### src/rtl/pipeline_ctrl_pkg.sv
// Shared types for the pipeline stall/flush sequencer: FSM states, action codes,
// per-stage control bundle and the common RUN-priority evaluation.
`default_nettype none

package pipeline_ctrl_pkg;

  typedef enum logic [1:0] {
    ST_RUN         = 2'd0,
    ST_DMEM_WAIT   = 2'd1,
    ST_MULDIV_WAIT = 2'd2
  } state_t;

  typedef enum logic [2:0] {
    ACT_NONE   = 3'd0,
    ACT_FREEZE = 3'd1,
    ACT_MDHOLD = 3'd2,
    ACT_REDIR  = 3'd3,
    ACT_LDUSE  = 3'd4,
    ACT_IWAIT  = 3'd5
  } action_t;

  typedef struct packed {
    logic pc_we;
    logic if_id_we;
    logic id_ex_we;
    logic ex_mem_we;
    logic mem_wb_we;
    logic if_id_flush;
    logic id_ex_flush;
    logic ex_mem_flush;
  } ctrl_t;

  typedef struct packed {
    action_t act;
    state_t  nxt;
  } decision_t;

  function automatic ctrl_t decode_action(input action_t act);
    ctrl_t c;
    c.pc_we        = 1'b1;
    c.if_id_we     = 1'b1;
    c.id_ex_we     = 1'b1;
    c.ex_mem_we    = 1'b1;
    c.mem_wb_we    = 1'b1;
    c.if_id_flush  = 1'b0;
    c.id_ex_flush  = 1'b0;
    c.ex_mem_flush = 1'b0;
    case (act)
      ACT_FREEZE: begin
        c.pc_we     = 1'b0;
        c.if_id_we  = 1'b0;
        c.id_ex_we  = 1'b0;
        c.ex_mem_we = 1'b0;
        c.mem_wb_we = 1'b0;
      end
      ACT_MDHOLD: begin
        c.pc_we        = 1'b0;
        c.if_id_we     = 1'b0;
        c.id_ex_we     = 1'b0;
        c.ex_mem_flush = 1'b1;
      end
      ACT_REDIR: begin
        c.if_id_flush = 1'b1;
        c.id_ex_flush = 1'b1;
      end
      ACT_LDUSE: begin
        c.pc_we       = 1'b0;
        c.if_id_we    = 1'b0;
        c.id_ex_flush = 1'b1;
      end
      ACT_IWAIT: begin
        c.pc_we       = 1'b0;
        c.if_id_flush = 1'b1;
      end
      default: ;
    endcase
    return c;
  endfunction

  // dmem_en / ex_en let the wait states drop the term they are already resolving.
  function automatic decision_t run_priority(
    input logic dmem_en,
    input logic ex_en,
    input logic dmem_req,
    input logic dmem_rdy,
    input logic md_start,
    input logic md_done,
    input logic br_taken,
    input logic load_use,
    input logic imem_rdy
  );
    decision_t d;
    d.act = ACT_NONE;
    d.nxt = ST_RUN;
    if (dmem_en && dmem_req && !dmem_rdy) begin
      d.act = ACT_FREEZE;
      d.nxt = ST_DMEM_WAIT;
    end else if (ex_en && md_start && !md_done) begin
      d.act = ACT_MDHOLD;
      d.nxt = ST_MULDIV_WAIT;
    end else if (br_taken) begin
      d.act = ACT_REDIR;
    end else if (load_use) begin
      d.act = ACT_LDUSE;
    end else if (!imem_rdy) begin
      d.act = ACT_IWAIT;
    end
    return d;
  endfunction

endpackage

`default_nettype wire

### src/rtl/pipeline_ctrl_sat_counter.sv
// Saturating up-counter with synchronous active-low reset and synchronous clear.
`default_nettype none

module sat_counter #(
  parameter int W = 8
) (
  input  logic         clk,
  input  logic         rst_n,
  input  logic         clr,
  input  logic         inc,
  output logic [W-1:0] q
);

  always_ff @(posedge clk) begin
    if (!rst_n) begin
      q <= '0;
    end else if (clr) begin
      q <= '0;
    end else if (inc && (q != {W{1'b1}})) begin
      q <= q + 1'b1;
    end
  end

endmodule

`default_nettype wire

### src/rtl/pipeline_ctrl.sv
// Stall/flush sequencer for the 5-stage pipeline: merges memory, mul/div, branch and
// hazard stalls into per-stage write enables and flushes, with stall counter and watchdog.
`default_nettype none

module pipeline_ctrl
  import pipeline_ctrl_pkg::*;
#(
  parameter int CNT_W      = 32,
  parameter int MD_TIMEOUT = 64
) (
  input  logic             clk,
  input  logic             rst_n,
  input  logic             LoadUseStall,
  input  logic             BranchTaken_EX,
  input  logic             IMemReady,
  input  logic             DMemReq_MEM,
  input  logic             DMemReady,
  input  logic             MulDivStart_EX,
  input  logic             MulDivDone,
  output logic             PCWriteEnable,
  output logic             WriteEnable_IF_ID,
  output logic             WriteEnable_ID_EX,
  output logic             WriteEnable_EX_MEM,
  output logic             WriteEnable_MEM_WB,
  output logic             Flush_IF_ID,
  output logic             Flush_ID_EX,
  output logic             Flush_EX_MEM,
  output logic [CNT_W-1:0] StallCount,
  output logic             MulDivTimeout
);

  localparam int WD_W = $clog2(MD_TIMEOUT) + 1;

  state_t          state;
  state_t          state_nxt;
  action_t         act;
  ctrl_t           ctrl;
  decision_t       dec_run;
  decision_t       dec_dmem;
  decision_t       dec_md;
  logic            wd_fire;
  logic            wd_expired;
  logic            in_md_wait;
  logic [WD_W-1:0] wd_cnt;
  logic            timeout_q;

  always_comb begin
    dec_run  = run_priority(1'b1, 1'b1, DMemReq_MEM, DMemReady, MulDivStart_EX, MulDivDone,
                            BranchTaken_EX, LoadUseStall, IMemReady);
    dec_dmem = run_priority(1'b0, 1'b1, DMemReq_MEM, DMemReady, MulDivStart_EX, MulDivDone,
                            BranchTaken_EX, LoadUseStall, IMemReady);
    dec_md   = run_priority(1'b0, 1'b0, DMemReq_MEM, DMemReady, MulDivStart_EX, MulDivDone,
                            BranchTaken_EX, LoadUseStall, IMemReady);
  end

  assign in_md_wait = (state == ST_MULDIV_WAIT);
  // wd_cnt holds the number of MULDIV_WAIT cycles already completed, so the
  // MD_TIMEOUT-th cycle in the state is the one that fires.
  assign wd_expired = (wd_cnt >= WD_W'(MD_TIMEOUT - 1));

  always_comb begin
    act       = ACT_NONE;
    state_nxt = ST_RUN;
    wd_fire   = 1'b0;
    case (state)
      ST_RUN: begin
        act       = dec_run.act;
        state_nxt = dec_run.nxt;
      end
      ST_DMEM_WAIT: begin
        if (!DMemReady) begin
          act       = ACT_FREEZE;
          state_nxt = ST_DMEM_WAIT;
        end else begin
          act       = dec_dmem.act;
          state_nxt = dec_dmem.nxt;
        end
      end
      ST_MULDIV_WAIT: begin
        if (MulDivDone) begin
          act       = dec_md.act;
          state_nxt = dec_md.nxt;
        end else if (wd_expired) begin
          act       = ACT_REDIR;
          state_nxt = ST_RUN;
          wd_fire   = 1'b1;
        end else begin
          act       = ACT_MDHOLD;
          state_nxt = ST_MULDIV_WAIT;
        end
      end
      default: begin
        act       = ACT_NONE;
        state_nxt = ST_RUN;
      end
    endcase
  end

  always_ff @(posedge clk) begin
    if (!rst_n) begin
      state <= ST_RUN;
    end else begin
      state <= state_nxt;
    end
  end

  always_ff @(posedge clk) begin
    if (!rst_n) begin
      timeout_q <= 1'b0;
    end else if (wd_fire) begin
      timeout_q <= 1'b1;
    end
  end

  always_comb begin
    ctrl = decode_action(act);
    if (!rst_n) begin
      ctrl = '0;
    end
  end

  assign PCWriteEnable      = ctrl.pc_we;
  assign WriteEnable_IF_ID  = ctrl.if_id_we;
  assign WriteEnable_ID_EX  = ctrl.id_ex_we;
  assign WriteEnable_EX_MEM = ctrl.ex_mem_we;
  assign WriteEnable_MEM_WB = ctrl.mem_wb_we;
  assign Flush_IF_ID        = ctrl.if_id_flush;
  assign Flush_ID_EX        = ctrl.id_ex_flush;
  assign Flush_EX_MEM       = ctrl.ex_mem_flush;
  assign MulDivTimeout      = timeout_q;

  sat_counter #(.W(CNT_W)) u_stall_cnt (
    .clk   (clk),
    .rst_n (rst_n),
    .clr   (1'b0),
    .inc   (!PCWriteEnable),
    .q     (StallCount)
  );

  // Held at zero outside MULDIV_WAIT, which clears it on every entry.
  sat_counter #(.W(WD_W)) u_md_watchdog (
    .clk   (clk),
    .rst_n (rst_n),
    .clr   (!in_md_wait),
    .inc   (in_md_wait),
    .q     (wd_cnt)
  );

endmodule

`default_nettype wire
### config.mk
export PLATFORM = sky130hd
export DESIGN_NAME = pipeline_ctrl
export DESIGN_NICKNAME = d
export VERILOG_FILES = /design/src/rtl/pipeline_ctrl_pkg.sv /design/src/rtl/pipeline_ctrl_sat_counter.sv /design/src/rtl/pipeline_ctrl.sv
export SDC_FILE = /design/constraint.sdc
export NUM_CORES = 1
export LEC_CHECK = 0
export CORE_ASPECT_RATIO = 2
export CORE_MARGIN = 1.5
export CORE_UTILIZATION = 40
export CTS_CLUSTER_DIAMETER = 50
export DETAILED_ROUTE_END_ITERATION = 8
export PLACE_DENSITY_LB_ADDON = 0.1
export SLEW_MARGIN = 20
export SYNTH_ARGS = -nofsm -noshare
export SYNTH_HDL_FRONTEND = slang
export SYNTH_SLANG_ARGS = --single-unit
### constraint.sdc
create_clock -name clk -period 4.2 [get_ports clk]
set_clock_uncertainty 0.1 [all_clocks]
set_input_delay 1.26 -clock clk [delete_from_list [all_inputs] [get_ports clk]]
set_output_delay 1.26 -clock clk [all_outputs]
set_load 0.05 [all_outputs]
==> impl_metrics.py <==
metrics = {
    "run_status": {
        "run_status": "finished, final reports clean",
    },
    "worst_setup_path": {
        "crit_type": "in -> out",
        "cp_max_fo": 4,
        "endpoint_kind": "output port",
        "path_common_cell": "nor2_1",
        "max_stage_delay_ns": 0.43,
        "crit_family": "buffers and inverters",
        "path_buf_inv": 3,
        "critPathArrivalTime_ns": 2.81,
        "cp-start-kind": "primary input",
        "crit_path_top_delay_cell": "clkdlybuf4s50_1",
        "worstPathCellList": "clkdlybuf4s50_1, o21ba_2, o32ai_2, a21oi_2, buf_4, nor2_1, nor2_1, nor2_2, buf_12",
        "required_ns": 2.84,
    },
    "drt": {
        "viasPerCell": 5.696,
        "drt-total-wl_mm": 5.706,
        "drtAntennaViolNets": 0,
        "vias": 2233,
        "drc": 0,
        "wl_per_cell_um": 14.56,
        "first_pass_iters": 4,
        "first_iter_violations": 71,
    },
    "logic_synthesis": {
        "synth_edf_count": 0,
        "avgSynthCellArea_um2": 8.196,
        "synthTopCellsByArea": "dfxtp_1 (38%), nor2_1 (5.8%), a21oi_1 (5.4%)",
        "synth_top_cell_by_area": "dfxtp_1",
        "synthArstFlopShare": 0,
        "yosysWarnings": 0,
        "synth_top_area_share": 0.3814,
        "ys_ff_latch": 42,
        "ys_seq_area_frac": 0.3814,
        "synth.net_count": 280,
        "ys.flop_type": "dfxtp_1",
        "syn_inst": 269,
        "ys_types": 53,
        "syn_area_um2": 2205,
    },
    "sta": {
        "hold_slack_ns": 0.3882,
        "fin_crit_sh": 0.9922,
        "slew_viol_final": 0,
        "slew_headroom": 0.5313,
        "fmax_ghz": 0.2400,
        "rsz0062_at_grt": "true",
        "setup_viol": 0,
        "period_minus_slack_ns": 4.167,
        "setup_ws_ns": 0.03262,
        "hold_viol": 0,
        "setup-tns-final_ns": 0,
        "worst_pin_slew_ns": 0.7030,
    },
    "global_routing": {
        "gr-usage-all-layers": 0.1939,
        "grt_pass1_vias": 2082,
        "grt_max_degree": 32,
        "antenna_found_initial": 0,
        "grt_pass1_wl_mm": 9.225,
        "grt_overflow_total": 0,
    },
    "power_and_ir_drop": {
        "p_per_area_nw_per_um2": 283.7,
        "p_switching_w": 0.0002505,
        "sw_frac_of_total": 0.2937,
        "pwr-share-seq": 0.484,
        "comb_power_share": 0.192,
        "leakage_nw": 1.061,
        "clkPwrFrac": 0.324,
        "vdd_drop_max_mv": 0.2327,
        "p_int_w": 0.0006024,
    },
    "clocking": {
        "cts_max_path_buffers": 2,
        "numCtsBuffers": 5,
        "h-tree-depth": 2,
        "clock_latency_ns": 0.30,
        "cts_sinks": 42,
        "tritoncts": "done",
        "clk_pin_slew_worst_paths_ns": 0.08,
        "root_buffer": "clkbuf_8",
    },
    "finish": {
        "fin_nets": 342,
        "drive_above_1_share": 0.1536,
        "layout_common_cells": "dfxtp_1 (42), clkdlybuf4s50_1 (37), nor2_1 (32)",
        "area_growth_pct": 36.38,
        "design_area_um2": 3007,
        "final_common_cell": "dfxtp_1",
        "fin_util": 0.5596,
        "fillCellCount": 528,
        "diodes": 0,
    },
    "placement": {
        "gp_congestion": 0.8204,
        "port_buffers": 49,
        "dpl.hpwl_mm": 4.316,
        "dpl_worst_slack_ns": -0.1431,
        "placed_area_um2": 2865,
    },
    "die": {
        "start_util": 0.4103,
        "io_pins": 50,
        "die_y_um": 108.0,
        "die_area_um2": 5993,
        "core_um2": 5373,
        "fp.dieW_um": 55.50,
        "num_rows": 38,
    },
    "job": {
        "maxCapViolCount": 0,
    },
    "min_path": {
        "hold_path_class": "reg -> reg",
    },
}
## per-layer routing
| layer | vias to the layer above | track usage | wire length (µm) |
|---|---|---|---|
| met1 | 1063 | 0.1842 | 2101 |
| li1 | 1113 | - | - |
| met5 | - | 0 | 0 |
| met4 | 0 | 0.07317 | 116 |
| met2 | 44 | 0.3929 | 3247 |
| met3 | 13 | 0.03828 | 240 |
## final timing paths
check                      from           endpoint  slack (ns)  cells after the start
max                   IMemReady        Flush_ID_EX        0.03                      9
min               MulDivTimeout      MulDivTimeout        0.39                      2
min reg2reg       MulDivTimeout      MulDivTimeout        0.39                      2
max reg2reg  u_md_watchdog.q[0]  u_stall_cnt.q[15]        1.28                      9
## cell usage after synthesis, types with 2 or more instances
cell,instances
dfxtp_1,42
nor2_1,34
a21oi_1,24
nand2_1,23
nand4_1,11
and3_1,10
inv_1,10
nand3_1,10
nor3_1,10
xnor2_1,10
o31ai_1,9
or4_1,9
o21ai_0,6
or3_1,6
clkbuf_1,3
mux2i_1,3
nor4_1,3
xor2_1,3
buf_2,2
buf_6,2
ha_1,2
nand2b_1,2
nor2b_1,2
o21a_1,2
o21bai_1,2
o41ai_1,2
## flip-flops by register name, indices dropped and copies added, names as in the netlist
signal / cells
MulDivTimeout: 1
state: 2
u_md_watchdog.q: 7
u_stall_cnt.q: 32
## stage by stage
stage,std cells,power (W)
finish,392,0.0008529
global route,392,0.0008908
CTS,392,0.0008604
detailed placement,382,0.0005810
global placement,382,0.0005805
floorplan,269,0.0005186
## power groups by stage
stage / clock network [W] / registers [W] / logic, W
after floorplan: 0 / 0.000436 / 0.0000827
after global placement: 0 / 0.000422 / 0.000158
after detailed placement: 0 / 0.000422 / 0.000159
after CTS: 0.000283 / 0.000413 / 0.000164
after global routing: 0.000301 / 0.000414 / 0.000175
final: 0.000276 / 0.000413 / 0.000164
## logic make-up (layout without fill, tap and decap cells)
| logic type | Yosys count | count (layout) | synth area share |
|---|---|---|---|
| and+or+nand+nor | 133 | 133 | 0.3297 |
| AOI/OAI and AO/OA | 56 | 56 | 0.1686 |
| DFF | 42 | 42 | 0.3814 |
| buffers and inverters | 20 | 83 | 0.04370 |
| xor gates and xnor gates | 13 | 13 | 0.05165 |
| muxes | 3 | 3 | 0.01362 |
| adders and majority gates | 2 | 2 | 0.01135 |
## tightest hold or removal path: stages (launching register included)
cell and delay [ns]:
dfxtp_1 0.34, nor2_1 0.05, nor2_1 0.07
## timing repair
item	CTS	global route
buffers inserted	2	0
hold buffers	0	0
setup endpoints to repair	5	6
pin swaps	5	4
gates resized for setup	12	3
## area by class of cell
type | count | area (µm²) | share of cell area
timing repair buffer | 64 | 644.4 | 0.2143
clock inverter | 2 | 12.51 | 0.004161
clock buffer | 6 | 82.58 | 0.02747
multi-input combinational | 207 | 1310 | 0.4357
inverter | 11 | 41.29 | 0.01373
sequential | 42 | 840.8 | 0.2797
tap | 60 | 75.07 | 0.02497
Power figures use the tool's default switching activity.
